[src/rtl/fetch_pkg.sv]
// Shared constants, the queue entry type and a small valid-bit counting helper
// for the instruction-fetch front end.
package fetch_pkg;
    localparam int          INSTR_W          = 32;
    localparam int          PC_STEP          = 4;
    localparam logic [31:0] DEFAULT_RESET_PC = 32'h0100_0000;
    localparam logic [31:0] NOP_INSTR        = 32'h0000_0013;

    typedef struct packed {
        logic [31:0]        pc;
        logic [INSTR_W-1:0] instr;
    } fetch_entry_t;

    // Number of set bits in an in-flight valid vector (latency is at most 4)
    function automatic logic [2:0] count_valid(input logic [3:0] v);
        logic [2:0] n;
        n = 3'd0;
        for (int i = 0; i < 4; i++) begin
            n = n + {2'b00, v[i]};
        end
        return n;
    endfunction
endpackage

[src/rtl/fetch_fifo.sv]
// Synchronous DEPTH-entry FIFO with flush, occupancy count and simultaneous push/pop.
module fetch_fifo
    import fetch_pkg::*;
#(
    parameter int  DEPTH   = 4,
    parameter type entry_t = fetch_entry_t
) (
    input  logic                   clock,
    input  logic                   reset,
    input  logic                   flush,
    input  logic                   push,
    input  entry_t                 push_data,
    input  logic                   pop,
    output logic                   head_valid,
    output entry_t                 head_data,
    output logic [$clog2(DEPTH):0] count
);
    localparam int PTR_W = $clog2(DEPTH);
    localparam int CNT_W = PTR_W + 1;

    entry_t             mem_r [DEPTH];
    logic [PTR_W-1:0]   head_r;
    logic [PTR_W-1:0]   tail_r;
    logic [CNT_W-1:0]   count_r;
    logic               push_ok_s;
    logic               pop_ok_s;

    // A push into a full FIFO is only accepted when a pop frees a slot in the same cycle
    always_comb begin
        pop_ok_s  = pop && (count_r != CNT_W'(0));
        push_ok_s = push && ((count_r != CNT_W'(DEPTH)) || pop_ok_s);
    end

    // Storage, pointers and occupancy; pointers wrap naturally since DEPTH is a power of two
    always_ff @(posedge clock) begin
        if (reset) begin
            head_r  <= '0;
            tail_r  <= '0;
            count_r <= '0;
            for (int i = 0; i < DEPTH; i++) begin
                mem_r[i] <= '0;
            end
        end else if (flush) begin
            head_r  <= '0;
            tail_r  <= '0;
            count_r <= '0;
        end else begin
            if (push_ok_s) begin
                mem_r[tail_r] <= push_data;
                tail_r        <= tail_r + PTR_W'(1);
            end
            if (pop_ok_s) begin
                head_r <= head_r + PTR_W'(1);
            end
            count_r <= count_r + CNT_W'(push_ok_s) - CNT_W'(pop_ok_s);
        end
    end

    assign head_valid = (count_r != CNT_W'(0));
    assign head_data  = mem_r[head_r];
    assign count      = count_r;
endmodule

[src/rtl/fetch_queue.sv]
// Instruction-fetch front end: PC, fixed-latency in-flight tracking and a decoded-side queue.
// Optional FETCH_QUEUE_PERF_EN adds issued/killed/stall performance counters.
module fetch_queue
    import fetch_pkg::*;
#(
    parameter int              XLEN        = 32,
    parameter logic [XLEN-1:0] RESET_PC    = XLEN'(DEFAULT_RESET_PC),
    parameter int              DEPTH       = 4,
    parameter int              MEM_LATENCY = 1
) (
    input  logic               clock,
    input  logic               reset,
    input  logic               redirect_valid,
    input  logic [XLEN-1:0]    redirect_pc,
    output logic               imem_req_valid,
    output logic [XLEN-1:0]    imem_req_addr,
    input  logic [INSTR_W-1:0] imem_rsp_data,
    output logic               out_valid,
    input  logic               out_ready,
    output logic [XLEN-1:0]    out_pc,
`ifdef FETCH_QUEUE_PERF_EN
    output logic [31:0]        perf_issued,
    output logic [31:0]        perf_killed,
    output logic [31:0]        perf_stall,
`endif
    output logic [INSTR_W-1:0] out_instr
);
    localparam int CNT_W = $clog2(DEPTH) + 1;
    localparam int OCC_W = $clog2(DEPTH + MEM_LATENCY + 1) + 1;

    typedef struct packed {
        logic [XLEN-1:0]    pc;
        logic [INSTR_W-1:0] instr;
    } entry_t;

    logic [XLEN-1:0]        fetch_pc_r;
    logic [MEM_LATENCY-1:0] infl_valid_r;
    logic [XLEN-1:0]        infl_pc_r [MEM_LATENCY];
    logic [2:0]             infl_cnt_s;
    logic [OCC_W-1:0]       occupancy_s;
    logic                   issue_s;
    logic                   push_s;
    logic                   pop_s;
    logic [CNT_W-1:0]       fifo_count_s;
    logic                   head_valid_s;
    entry_t                 head_s;
    entry_t                 push_entry_s;

    // Issue guard counts in-flight reads as already occupying queue slots
    always_comb begin
        infl_cnt_s  = count_valid(4'(infl_valid_r));
        occupancy_s = OCC_W'(fifo_count_s) + OCC_W'(infl_cnt_s);
        if (reset || redirect_valid) begin
            issue_s = 1'b0;
        end else begin
            issue_s = (occupancy_s < OCC_W'(DEPTH));
        end
    end

    // The oldest in-flight slot meets its response now; a redirect discards it
    always_comb begin
        push_s             = infl_valid_r[MEM_LATENCY-1] && !redirect_valid;
        push_entry_s.pc    = infl_pc_r[MEM_LATENCY-1];
        push_entry_s.instr = imem_rsp_data;
        pop_s              = head_valid_s && out_ready;
    end

    // Fetch PC: redirect target is word aligned, sequential fetch wraps mod 2^XLEN
    always_ff @(posedge clock) begin
        if (reset) begin
            fetch_pc_r <= RESET_PC;
        end else if (redirect_valid) begin
            fetch_pc_r <= {redirect_pc[XLEN-1:2], 2'b00};
        end else if (issue_s) begin
            fetch_pc_r <= fetch_pc_r + XLEN'(PC_STEP);
        end
    end

    // In-flight shift register: slot 0 takes this cycle's request, slot MEM_LATENCY-1 exits
    always_ff @(posedge clock) begin
        if (reset) begin
            infl_valid_r <= '0;
            for (int i = 0; i < MEM_LATENCY; i++) begin
                infl_pc_r[i] <= '0;
            end
        end else if (redirect_valid) begin
            infl_valid_r <= '0;
        end else begin
            infl_valid_r[0] <= issue_s;
            infl_pc_r[0]    <= fetch_pc_r;
            for (int i = 1; i < MEM_LATENCY; i++) begin
                infl_valid_r[i] <= infl_valid_r[i-1];
                infl_pc_r[i]    <= infl_pc_r[i-1];
            end
        end
    end

    fetch_fifo #(
        .DEPTH   (DEPTH),
        .entry_t (entry_t)
    ) u_fifo (
        .clock      (clock),
        .reset      (reset),
        .flush      (redirect_valid),
        .push       (push_s),
        .push_data  (push_entry_s),
        .pop        (pop_s),
        .head_valid (head_valid_s),
        .head_data  (head_s),
        .count      (fifo_count_s)
    );

    assign imem_req_valid = issue_s;
    assign imem_req_addr  = fetch_pc_r;
    assign out_valid      = head_valid_s;
    assign out_pc         = head_s.pc;
    assign out_instr      = head_s.instr;

`ifdef FETCH_QUEUE_PERF_EN
    logic [31:0] perf_issued_r;
    logic [31:0] perf_killed_r;
    logic [31:0] perf_stall_r;

    // Wrapping performance counters; killed counts every valid in-flight slot dropped by a redirect
    always_ff @(posedge clock) begin
        if (reset) begin
            perf_issued_r <= 32'd0;
            perf_killed_r <= 32'd0;
            perf_stall_r  <= 32'd0;
        end else begin
            if (issue_s) begin
                perf_issued_r <= perf_issued_r + 32'd1;
            end
            if (redirect_valid) begin
                perf_killed_r <= perf_killed_r + 32'(infl_cnt_s);
            end
            if (head_valid_s && !out_ready) begin
                perf_stall_r <= perf_stall_r + 32'd1;
            end
        end
    end

    assign perf_issued = perf_issued_r;
    assign perf_killed = perf_killed_r;
    assign perf_stall  = perf_stall_r;
`endif
endmodule
[config.mk]
export PLATFORM = sky130hd
export DESIGN_NAME = fetch_queue
export DESIGN_NICKNAME = d
export VERILOG_FILES = /design/src/rtl/fetch_pkg.sv /design/src/rtl/fetch_fifo.sv /design/src/rtl/fetch_queue.sv
export SDC_FILE = /design/constraint.sdc
export NUM_CORES = 1
export LEC_CHECK = 0
export ABC_AREA = 1
export CAP_MARGIN = 25
export CORE_MARGIN = 8
export CORE_UTILIZATION = 30
export DETAILED_ROUTE_END_ITERATION = 8
export MAX_ROUTING_LAYER = met4
export PLACE_DENSITY_LB_ADDON = 0.12
export SYNTH_ARGS = -nofsm -noshare
export SYNTH_HDL_FRONTEND = slang
export SYNTH_SLANG_ARGS = --single-unit
[constraint.sdc]
create_clock -name clock -period 8.3 [get_ports clock]
set_input_delay 1.66 -clock clock [delete_from_list [all_inputs] [get_ports clock]]
set_output_delay 1.66 -clock clock [all_outputs]
set_load 0.1 [all_outputs]
Word level (Yosys, flattened, before mapping)
Memory sizes are Yosys's and may differ from the RTL's. A register that Yosys moved wholly into a read port is not among the register bits.
Cells that the tools add are included.
{"block": "word_totals", "rom_bits": 0, "latch_bits": 0, "inputBits": 68, "out_inout_bits": 98, "mem_count": 2, "reg_bits": 40, "ram_bits": 288}
{"block": "classes", "bitwise_logic": 0, "div": 0, "shift": 0, "mux": 19, "n_mul": 0, "eq_ne": 1, "order_cmp": 1, "n_addsub": 6, "reduce_logical": 12}
{"memory": "u_fifo.mem_r", "depth": 4, "width": 64, "rd": 1, "rd_clocked_by_memory_dff": 1, "wr": 4, "line_no": "fetch_fifo.sv:21", "text": "entry_t mem_r [DEPTH];"}
{"memory": "infl_pc_r", "depth": 1, "width": 32, "rd": 1, "rd_clocked_by_memory_dff": 0, "wr": 1, "line_no": "fetch_queue.sv:38", "text": "logic [XLEN-1:0] infl_pc_r [MEM_LATENCY];"}
{"operator": "32-bit 2-to-1 mux", "count": 3}
{"operator": "64-bit 2-to-1 mux", "count": 1}
{"operator": "64-bit OR reduction", "count": 1}
{"operator": "32-bit by 3-bit adder with 32-bit output (second input constant)", "count": 1}
{"operator": "32-bit OR reduction", "count": 1}
{"operator": "1-bit 2-to-1 mux", "count": 12}
{"operator": "2-bit 2-to-1 mux", "count": 3}
{"operator": "2-bit by 1-bit adder with 2-bit output (second input constant)", "count": 2}
{"operator": "3-bit by 1-bit adder with 4-bit output", "count": 1}
{"operator": "1-bit logical AND", "count": 4}
{"operator": "4-bit by 3-bit < comparator with 1-bit output (second input constant)", "count": 1}
{"operator": "3-bit by 1-bit adder with 3-bit output", "count": 1}
{"operator": "3-bit inequality test (second input constant)", "count": 1}
{"operator": "3-bit nonzero test", "count": 1}
{"operator": "3-bit by 1-bit subtractor with 3-bit output", "count": 1}
{"operator": "1-bit logical OR", "count": 2}
{"operator": "2-bit nonzero test", "count": 1}
{"operator": "2-bit OR reduction", "count": 1}
{"operator": "1-bit zero test", "count": 1}

Depth between registers and ports, before layout
{"block": "logic_depth", "word_depth": 11, "ltp_mapped": 11}

Cells and area by module
From an unflattened synthesis, not the netlist that was laid out.
{"block": "unflattened", "cells_unflattened": 1520, "area_unflattened_um2": 14751.6}
{"module": "fetch_fifo", "n_inst": 1, "cells_each": 1044, "area_per_inst_um2": 11352.1}
{"module": "fetch_queue", "n_inst": 1, "cells_each": 476, "area_per_inst_um2": 3399.5}

Least setup slack after synthesis
Ideal clock, no wire load.
{"block": "synth_timing", "path_kind": "in2reg", "start": "in out_ready", "end": "mem u_fifo.mem_r[3][0] in the netlist's numbering, enable pin", "setup_slack_ns": 1.204, "required_ns": 7.732, "n_path_buf": 0, "setup_time_ns": 0.568, "t_arrival_ns": 6.529, "stages": 6, "path_cell_list": "nor2_1 nand2_1 nand2_1 nor2_1 nand2_1 o21ai_0"}
{"element": "start: declaration", "line_no": "fetch_queue.sv:19", "text": "input logic out_ready,"}
{"element": "end: declaration", "line_no": "fetch_fifo.sv:21"}

Worst setup path in the final report
{"block": "layout_timing", "start": "in redirect_valid", "end": "out imem_req_valid"}
{"block": "layout_between", "elab_chain_len": 2}
{"element": "start: declaration", "line_no": "fetch_queue.sv:13", "text": "input logic redirect_valid,"}
{"element": "1-bit logical OR", "line_no": "fetch_queue.sv:53", "text": "if (reset || redirect_valid) begin"}
{"element": "1-bit 2-to-1 mux", "line_no": "fetch_queue.sv:53"}
{"element": "end: declaration", "line_no": "fetch_queue.sv:15", "text": "output logic imem_req_valid,"}
Every way passes these cells.

==> flow_metrics.tcl <==
set metrics [dict create \
    worst_slew_pin_slew_ns 1.10 \
    root_buffer "clkbuf_16" \
    cts_made_buffers 38 \
    ioPinCount 166 \
    cts.sinks 318 \
    synth_area_leaders "edfxtp_1 (56%), nor2_1 (10%), dfxtp_1 (5.4%), o21ai_0 (4.8%), nand2_1 (4.0%)" \
    synth-async-reset-ratio_pct 0 \
    maxCapViolations 0 \
    cts_tree "yes" \
    area.growth.synth_to_final_pct 22.9 \
    grt_pass1_vias 11000 \
    synth.avg_cell_area_um2 9.73 \
    grt_max_degree 81 \
    core_um2 48800 \
    syn_area_um2 14800 \
    period_share_pct 77.2 \
    crit_type "primary input to output port" \
    synth_top_area_share_pct 56.4 \
    netlist_top_cells_count "nor2_1 (399), edfxtp_1 (278), nand2_1 (159)" \
    required_ns 6.64 \
    yosys.cell_types.count 36 \
    gp_congestion 0.890 \
    synthCells 1520 \
    final_layout_size_suffix_gt1_share_pct 10.0 \
    post-place-ws_ns 1.88 \
    io_buffer_count 159 \
    rsz0062_at_grt "false" \
    fp.dieH_um 238 \
    p_leak_nw 6.57 \
    cts_setup_buffers 0 \
    hp-class "flip-flop to flip-flop" \
    hold_violations 0 \
    dpl.hpwl_um 24300 \
    dr.first_iter.drc_count 757 \
    cp-end-kind "output port" \
    ant_nets 0 \
    track_usage_pct 15.1 \
    rows 81 \
    synth_seq_cells 318 \
    setup_violations 0 \
    die_x_um 238 \
    status "finished clean" \
    cp.arrival_ns 4.74 \
    clk_latency_ns 0.55 \
    ir_drop_mv 0.134 \
    routed_wl_um 42000 \
    synth_area_leader_cell "edfxtp_1" \
    antenna_cells 0 \
    yosys_warnings 0 \
    fin_ws_ns 1.90 \
    finalNetCount 1728 \
    report.final.slew_viol_count 0 \
    ys_seq_area_share_pct 61.9 \
    vias 10800 \
    clk_pin_slew_ns 0.06 \
    max_freq_ghz 0.156 \
    start_util_pct 30.3 \
    cts-resized-gates 0 \
    fin_skew_ns 0.0155 \
    clock_path_buffers 3 \
    maxSlewHeadroom_pct 26.7 \
    viasPerCell 4.62 \
    grt_pass1_wl_um 64900 \
    antenna_found_initial 0 \
    cp_max_fo 35 \
    dr.pass1.iters 5 \
    start_kind "primary input" \
    dieArea_um2 56700 \
    hold_buffers 0 \
    synth-edff-count 278 \
    routedWlPerCell_um 17.9 \
    synth-main-ff-cell "edfxtp_1" \
    route.detailed.drc 0 \
    period_needed_ns 6.40 \
    setup_tns_ns 0 \
    p_per_area_nw_per_um2 218 \
    synth_most_common_cell "nor2_1" \
    grt.overflow.total 0 \
    htreeDepth 2 \
]
## registers in the layout, summed over array words and instances, names as in the netlist, named ones only
name and count:
u_fifo.mem_r 248, imem_req_addr 30, infl_pc_r 30, u_fifo.count 3, u_fifo.head_r 2, u_fifo.tail_r 2
infl_valid_r 1
## logic make-up (layout without fill, tap and decap cells)
group	count (synthesis)	after routing	share of synthesized area (%)
xor+xnor	6	6	0.355
compound gates	243	243	8.82
fa+ha+maj	5	5	0.474
simple gates	677	677	20.8
other cells	1	4	0.0254
flops	318	318	61.9
buf+inv	270	430	7.69
## worst paths after layout
kind / cells past startpoint / end / slack (ns) / startpoint
max reg2reg: 7 / u_fifo.mem_r[3][43] / 5.51 / u_fifo.count[1]
max: 8 / imem_req_valid / 1.90 / redirect_valid
min: 2 / flip-flop / 0.46 / u_fifo.head_r[1]
min reg2reg: 2 / flip-flop / 0.46 / u_fifo.head_r[1]
## report_power, final
group,internal [W],switching (W)
registers,0.00181,0.0000358
clock network,0.000886,0.000659
logic,0.000132,0.000433
## cell type report
class	instances	area [um^2]
fill	4942	30700
timing repair buffer	177	1800
sequential	318	9150
inverter	185	702
multi-input combinational	935	4550
tap	664	831
clock inverter	18	128
clock buffer	50	1010
## cells in the final DEF (no fill, tap or decap), drive strengths merged, types with 32 or more instances in the layout
cell           count
edfxtp           278
clkbuf            50
o22ai             63
nor2             451
dfxtp             40
nand2            162
clkdlybuf4s50    159
nand3             43
a21oi             32
o21ai            144
inv              186
## stage by stage
| step | utilization (%) | power [W] | hold WS, ns | std cells | instance area [um^2] |
|---|---|---|---|---|---|
| 2_1_floorplan | - | 0.00227 | 0.436 | 1523 | 14800 |
| 3_3_place_gp | 34.7 | 0.00244 | 0.450 | 2275 | 16900 |
| 3_5_place_dp | 34.8 | 0.00245 | 0.452 | 2278 | 17000 |
| 4_1_cts | 37.1 | 0.00401 | 0.462 | 2346 | 18100 |
| 5_1_grt | 37.2 | 0.00411 | 0.484 | 2347 | 18200 |
| 6_report | 37.2 | 0.00395 | 0.460 | 2347 | 18200 |
## metal layers
metal | vias up | track usage [%] | share of wire, %
met5 | - | - | 0
met4 | 0 | 3.68 | 2.0
li1 | 5298 | - | -
met2 | 259 | 24.1 | 46
met3 | 55 | 3.37 | 4.9
met1 | 5232 | 19.5 | 47
## critical path: stages
cell	delay, ns
clkdlybuf4s50_1	0.39
buf_4	0.27
nor2_8	0.20
nand2_1	0.07
inv_1	0.08
nand3_4	0.27
inv_2	0.51
clkdlybuf4s50_1	1.24
Power figures use the tool's default switching activity.
